===== src/rtl/regfile_mp_pkg.sv =====
// Shared constants and types for the multi-port register file.
// Parameter defaults of regfile_mp come from the *_DEF values below.
package regfile_mp_pkg;

  localparam int unsigned REG_W_DEF    = 32;
  localparam int unsigned REG_NUM_DEF  = 32;
  localparam int unsigned RD_PORTS_DEF = 2;
  localparam int unsigned WR_PORTS_DEF = 1;

  localparam logic WRITE_ENABLE = 1'b1;
  localparam logic READ_ENABLE  = 1'b1;

  typedef enum logic [1:0] {
    SRC_ZERO,
    SRC_BYPASS,
    SRC_REG
  } rd_src_e;

endpackage


===== src/rtl/regfile_mp_rd_port.sv =====
// One registered read lane: priority select between zero, forwarded write data
// and stored contents. Forwarding exists only when REGFILE_MP_BYPASS_EN is defined.
module regfile_mp_rd_port
  import regfile_mp_pkg::*;
#(
  parameter int unsigned DATA_W = 32,
  parameter int unsigned ADDR_W = 5
`ifdef REGFILE_MP_BYPASS_EN
  ,
  parameter int unsigned NUM_WR = 1
`endif
) (
  input  logic              clk,
  input  logic              rst,
  input  logic              re,
  input  logic [ADDR_W-1:0] raddr,
`ifdef REGFILE_MP_BYPASS_EN
  input  logic [NUM_WR-1:0]        we,
  input  logic [NUM_WR*ADDR_W-1:0] waddr,
  input  logic [NUM_WR*DATA_W-1:0] wdata,
`endif
  input  logic [DATA_W-1:0] rd_reg,
  output logic [DATA_W-1:0] rdata
);

  rd_src_e           src;
  logic [DATA_W-1:0] fwd;

  always_comb begin
    src = SRC_REG;
    fwd = '0;
    if (re != READ_ENABLE || raddr == '0) begin
      src = SRC_ZERO;
    end else begin
`ifdef REGFILE_MP_BYPASS_EN
      // ascending scan: the highest-index hitting port overrides, matching write priority
      for (int unsigned k = 0; k < NUM_WR; k++) begin
        if (we[k] == WRITE_ENABLE && waddr[k*ADDR_W +: ADDR_W] == raddr) begin
          src = SRC_BYPASS;
          fwd = wdata[k*DATA_W +: DATA_W];
        end
      end
`endif
    end
  end

  always_ff @(posedge clk or negedge rst) begin
    if (!rst) begin
      rdata <= '0;
    end else begin
      case (src)
        SRC_ZERO:   rdata <= '0;
        SRC_BYPASS: rdata <= fwd;
        default:    rdata <= rd_reg;
      endcase
    end
  end

endmodule


===== src/rtl/regfile_mp.sv =====
// Parametrised multi-port register file, r0 hardwired to zero, registered reads.
// Define REGFILE_MP_BYPASS_EN to forward same-cycle write data to reads.
module regfile_mp
  import regfile_mp_pkg::*;
#(
  parameter int unsigned DATA_W   = REG_W_DEF,
  parameter int unsigned NUM_REGS = REG_NUM_DEF,
  parameter int unsigned ADDR_W   = $clog2(NUM_REGS),
  parameter int unsigned NUM_RD   = RD_PORTS_DEF,
  parameter int unsigned NUM_WR   = WR_PORTS_DEF
) (
  input  logic                     clk,
  input  logic                     rst,
  input  logic [NUM_WR-1:0]        we,
  input  logic [NUM_WR*ADDR_W-1:0] waddr,
  input  logic [NUM_WR*DATA_W-1:0] wdata,
  input  logic [NUM_RD-1:0]        re,
  input  logic [NUM_RD*ADDR_W-1:0] raddr,
  output logic [NUM_RD*DATA_W-1:0] rdata
);

  logic [DATA_W-1:0] regs [NUM_REGS];

  // later ports are applied last, so port NUM_WR-1 wins an address conflict
  always_ff @(posedge clk or negedge rst) begin
    if (!rst) begin
      regs <= '{default: '0};
    end else begin
      for (int unsigned k = 0; k < NUM_WR; k++) begin
        if (we[k] == WRITE_ENABLE && waddr[k*ADDR_W +: ADDR_W] != '0) begin
          regs[waddr[k*ADDR_W +: ADDR_W]] <= wdata[k*DATA_W +: DATA_W];
        end
      end
    end
  end

  for (genvar p = 0; p < NUM_RD; p++) begin : g_rd
    logic [ADDR_W-1:0] ra;
    assign ra = raddr[p*ADDR_W +: ADDR_W];

    regfile_mp_rd_port #(
      .DATA_W (DATA_W),
      .ADDR_W (ADDR_W)
`ifdef REGFILE_MP_BYPASS_EN
      ,
      .NUM_WR (NUM_WR)
`endif
    ) u_rd (
      .clk    (clk),
      .rst    (rst),
      .re     (re[p]),
      .raddr  (ra),
`ifdef REGFILE_MP_BYPASS_EN
      .we     (we),
      .waddr  (waddr),
      .wdata  (wdata),
`endif
      .rd_reg (regs[ra]),
      .rdata  (rdata[p*DATA_W +: DATA_W])
    );
  end

endmodule


===== config.mk =====
export PLATFORM = sky130hd
export DESIGN_NAME = regfile_mp
export DESIGN_NICKNAME = d
export VERILOG_FILES = /design/src/rtl/regfile_mp_pkg.sv /design/src/rtl/regfile_mp_rd_port.sv /design/src/rtl/regfile_mp.sv
export SDC_FILE = /design/constraint.sdc
export NUM_CORES = 2
export LEC_CHECK = 0
export CORE_ASPECT_RATIO = 0.6
export CORE_UTILIZATION = 29
export CTS_CLUSTER_SIZE = 30
export DETAILED_ROUTE_END_ITERATION = 12
export GPL_TIMING_DRIVEN = 0
export PLACE_DENSITY = 0.43
export SYNTH_ARGS = -nofsm -noshare
export SYNTH_HDL_FRONTEND = slang
export SYNTH_SLANG_ARGS = --single-unit

===== constraint.sdc =====
create_clock -name clk -period 1.7 [get_ports clk]
set_input_delay 0.51 -clock clk [delete_from_list [all_inputs] [get_ports clk]]
set_output_delay 0.51 -clock clk [all_outputs]
set_load 0.01 [all_outputs]

==> results.txt <==
----------------------------------------------------
[Synthesis]
  Prevailing post-synth register cell ... sky130_fd_sc_hd__dfrtp_1
  Synth Warn # ... 0
  Area of the mapped netlist ... 55610 µm²
  Flip-flop and latch count after synthesis ... 1088
  Avg Synthesized Cell Area ... 15.13 µm²
  Nets in the synthesized netlist ... 3726
  Number of enable flip-flop cells after synthesis ... 0
  Async SR Flop Fraction ... 100.0%
  Sequential cell area fraction in the yosys report ... 48.96%
  Syn Inst Count ... 3674
  Unique cell type count in the Yosys netlist ... 42

[Clock tree]
  TritonCTS clock tree ... yes
  H-tree levels ... 3
  Clock latency of the later-clocked register in the worst-skew pair ... 760 ps
  Buffer levels on the longest clock path ... 3
  Number of buffers added to fix hold violations after cts ... 4
  TritonCTS buffer count ... 111
  Sink Count ... 1088
  Clock tree root driver cell ... sky130_fd_sc_hd__clkbuf_16
  Register clock-pin slew on the reported worst setup and hold paths ... 70 ps

[Timing]
  Measured slew at the worst slew-check pin ... 985.1 ps
  Final period demand of the worst path ... 1994 ps
  Fin crit share ... 117.3%
  Endpoints failing setup ... 218
  Worst-case clock skew ... 25.26 ps
  Worst hold-check slack ... -178.8 ps
  Final count of hold timing violations ... 254
  Peak Freq ... 0.5014 GHz
  Relative max-transition margin ... 34.33%
  Count of pins over their slew limit ... 0
  RSZ-0062 raised after global routing ... yes
  Setup slack of the critical path after layout ... -294.3 ps

[Floorplanning]
  IO Count ... 116
  Number of core rows ... 124
  Total Die Area ... 193600 µm²
  Floorplan Core Area ... 190500 µm²
  Die height ... 341.2 µm
  Initial Utilization ... 29.19%
  Width of the chip ... 567.3 µm

[Critical path]
  Slack of the worst reg-to-reg path ... -280 ps
  Critical path data required time ... 2270 ps
  Nature of the critical path endpoint ... register
  Critical Path Fanout Max ... 10
  Crit path DAT ... 2570 ps
  Largest stage delay on the critical path ... 510 ps
  CP max stage cell ... sky130_fd_sc_hd__a211oi_4
  Setup Crit Path Kind ... primary input to register
  Startpoint Class ... primary input
  Critical-path cell list ... clkbuf_4, buf_8, nor2b_1, buf_6, buf_4, buf_12, clkbuf_8, a22oi_1, a211oi_4

[Global routing]
  Global-route wire length before repair ... 332500 µm
  Maximum number of pins on one net before global-route repair ... 147
  Number of global-route vias before repair ... 37940
  Antenna violations before repair ... 12
  Global route overflow ... 0
  Total routing resource utilization after global routing ... 24.92%

[Job]
  Number of maximum-capacitance violations ... 0

[Final layout]
  Relative area change from synthesis to final layout ... 25.63%
  Fraction of final layout cells with drive strength greater than 1 ... 56.66%
  Layout filler cell count ... 18090
  Highest-count cells in the layout ignoring fill and taps ... sky130_fd_sc_hd__dfrtp_1, sky130_fd_sc_hd__mux2_2, sky130_fd_sc_hd__mux4_2
  Leading cell type in the layout, fill and taps excluded ... sky130_fd_sc_hd__dfrtp_1
  Final #Nets ... 4050
  Layout Utilization ... 36.67%

[Route]
  DRC Markers ... 0
  Violation count after the first detailed-routing iteration ... 3596
  Average vias per placed instance ... 5.642
  Detailed-route wire length ... 243100 µm
  Vias after detailed routing ... 37340
  Remaining number of nets flagged by the antenna check after routing ... 0
  Average wire per cell in the routed design ... 36.74 µm
  First-pass iteration count of the detailed router ... 5

[Min path]
  Kind of path behind the tightest hold check ... primary input to async pin

[Place]
  Count of port buffers added during placement ... 107
  Half-perimeter wire length after detailed placement ... 175900 µm
  Routability-driven placement congestion ratio ... 0.8901

[Outcome]
  Outcome ... finished, violations left
  Violations in the final reports ... negative hold slack, negative setup slack

[Power and ir drop]
  Maximum vdd ir drop ... 0.9593 mV
  Post-layout total power ... 78780 µW
  Lkg Pwr ... 0.02961 µW
  Power Density ... 1128 nW/µm²

----------------------------------------------------
-- synth_stat cells (all sizes together) (3+ instances only) --
master	count	area (µm²)
a2111oi	63	705.7
a211oi	63	473.0
a21oi	64	320.3
a22o	63	551.8
a22oi	63	473.0
buf	196	1186
clkbuf	242	913.4
dfrtp	1088	27230
mux2	992	11170
mux2i	254	2542
mux4	385	8671
nand2	14	52.55
nand2b	3	18.77
nand3	3	15.01
nand3b	3	22.52
nand4	3	18.77
nand4b	3	26.28
nor2	15	56.30
nor2b	6	37.54
nor3	3	15.01
o221ai	63	551.8
o22ai	63	394.1
or3	5	31.28
or3b	4	35.03
-- through the flow --
stage	setup TNS [ps]	setup slack, ps	cell area, µm²	instances
6_report	-10730	-294.3	69860	6618
5_1_grt	-13190	-272.4	69840	6612
4_1_cts	-35240	-506.8	68780	6584
3_5_place_dp	-2215170	-3424	61460	6315
3_3_place_gp	-	-53940	61140	6301
2_1_floorplan	-86420	-349.1	56920	3674
-- worst paths after layout --
kind,startpoint,to,cells after the start
worst max register to register,regs[525],g_rd[0].u_rd.rdata[13],4
worst max-delay path,raddr[3],g_rd[0].u_rd.rdata[20],9
worst min register to register,regs[1017],regs[1017],1
worst min-delay path,rst,regs[279],2
min in group clk,waddr[2],regs[480],4
max in group asynchronous,rst,regs[545],4
-- cells by family after synthesis --
family | count (synthesis) | share of synthesized area, %
mux | 1631 | 40.25
simple gates | 70 | 0.7020
compound gates | 446 | 6.298
buf+inv | 439 | 3.782
flops | 1088 | 48.96
-- routing by layer --
metal	track usage, %	vias to the layer above	wire (µm)
li1	-	14950	-
met1	38.98	20760	119200
met2	33.60	1397	96470
met3	7.327	224	22870
met4	4.399	4	4553
met5	0	-	27
-- power breakdown --
group	switching [µW]	total [µW]	internal, µW
sequential	3490	34200	30700
clock	11800	26900	15200
combinational	7940	17700	9740
total	23200	78800	55600
-- flip-flops by register name, indices dropped and copies added (netlist names) --
signal,count
g_rd.u_rd.rdata,64
regs,1024
-- layout make-up --
cell class	count	area (µm²)	share of cell area (%)
plain buffers	432	4124	5.903
multi-input cells	2147	29130	41.70
repair buffers	217	2375	3.399
flip-flops and latches	1088	27230	38.97
clock buffers	152	3207	4.590
diodes	7	17.52	0.02507
clock inverters	54	624.3	0.8937
well taps	2520	3153	4.513
inverters	1	3.754	0.005373
-- critical path, delay by kind of cell --
kind	cells	cell delay (ps)
buffers and inverters	6	1150
AND/OR/NAND/NOR	1	180
AO/OA/AOI/OAI	2	690
-- what timing repair did --
item	4_1_cts	5_1_grt
endpoints found under the setup margin	1526	732
buffers inserted	59	25
hold endpoints to repair	98	216
resized for setup	840	240
pin swaps	107	49
cloned	5	4
(Power assumes the default switching activity.)
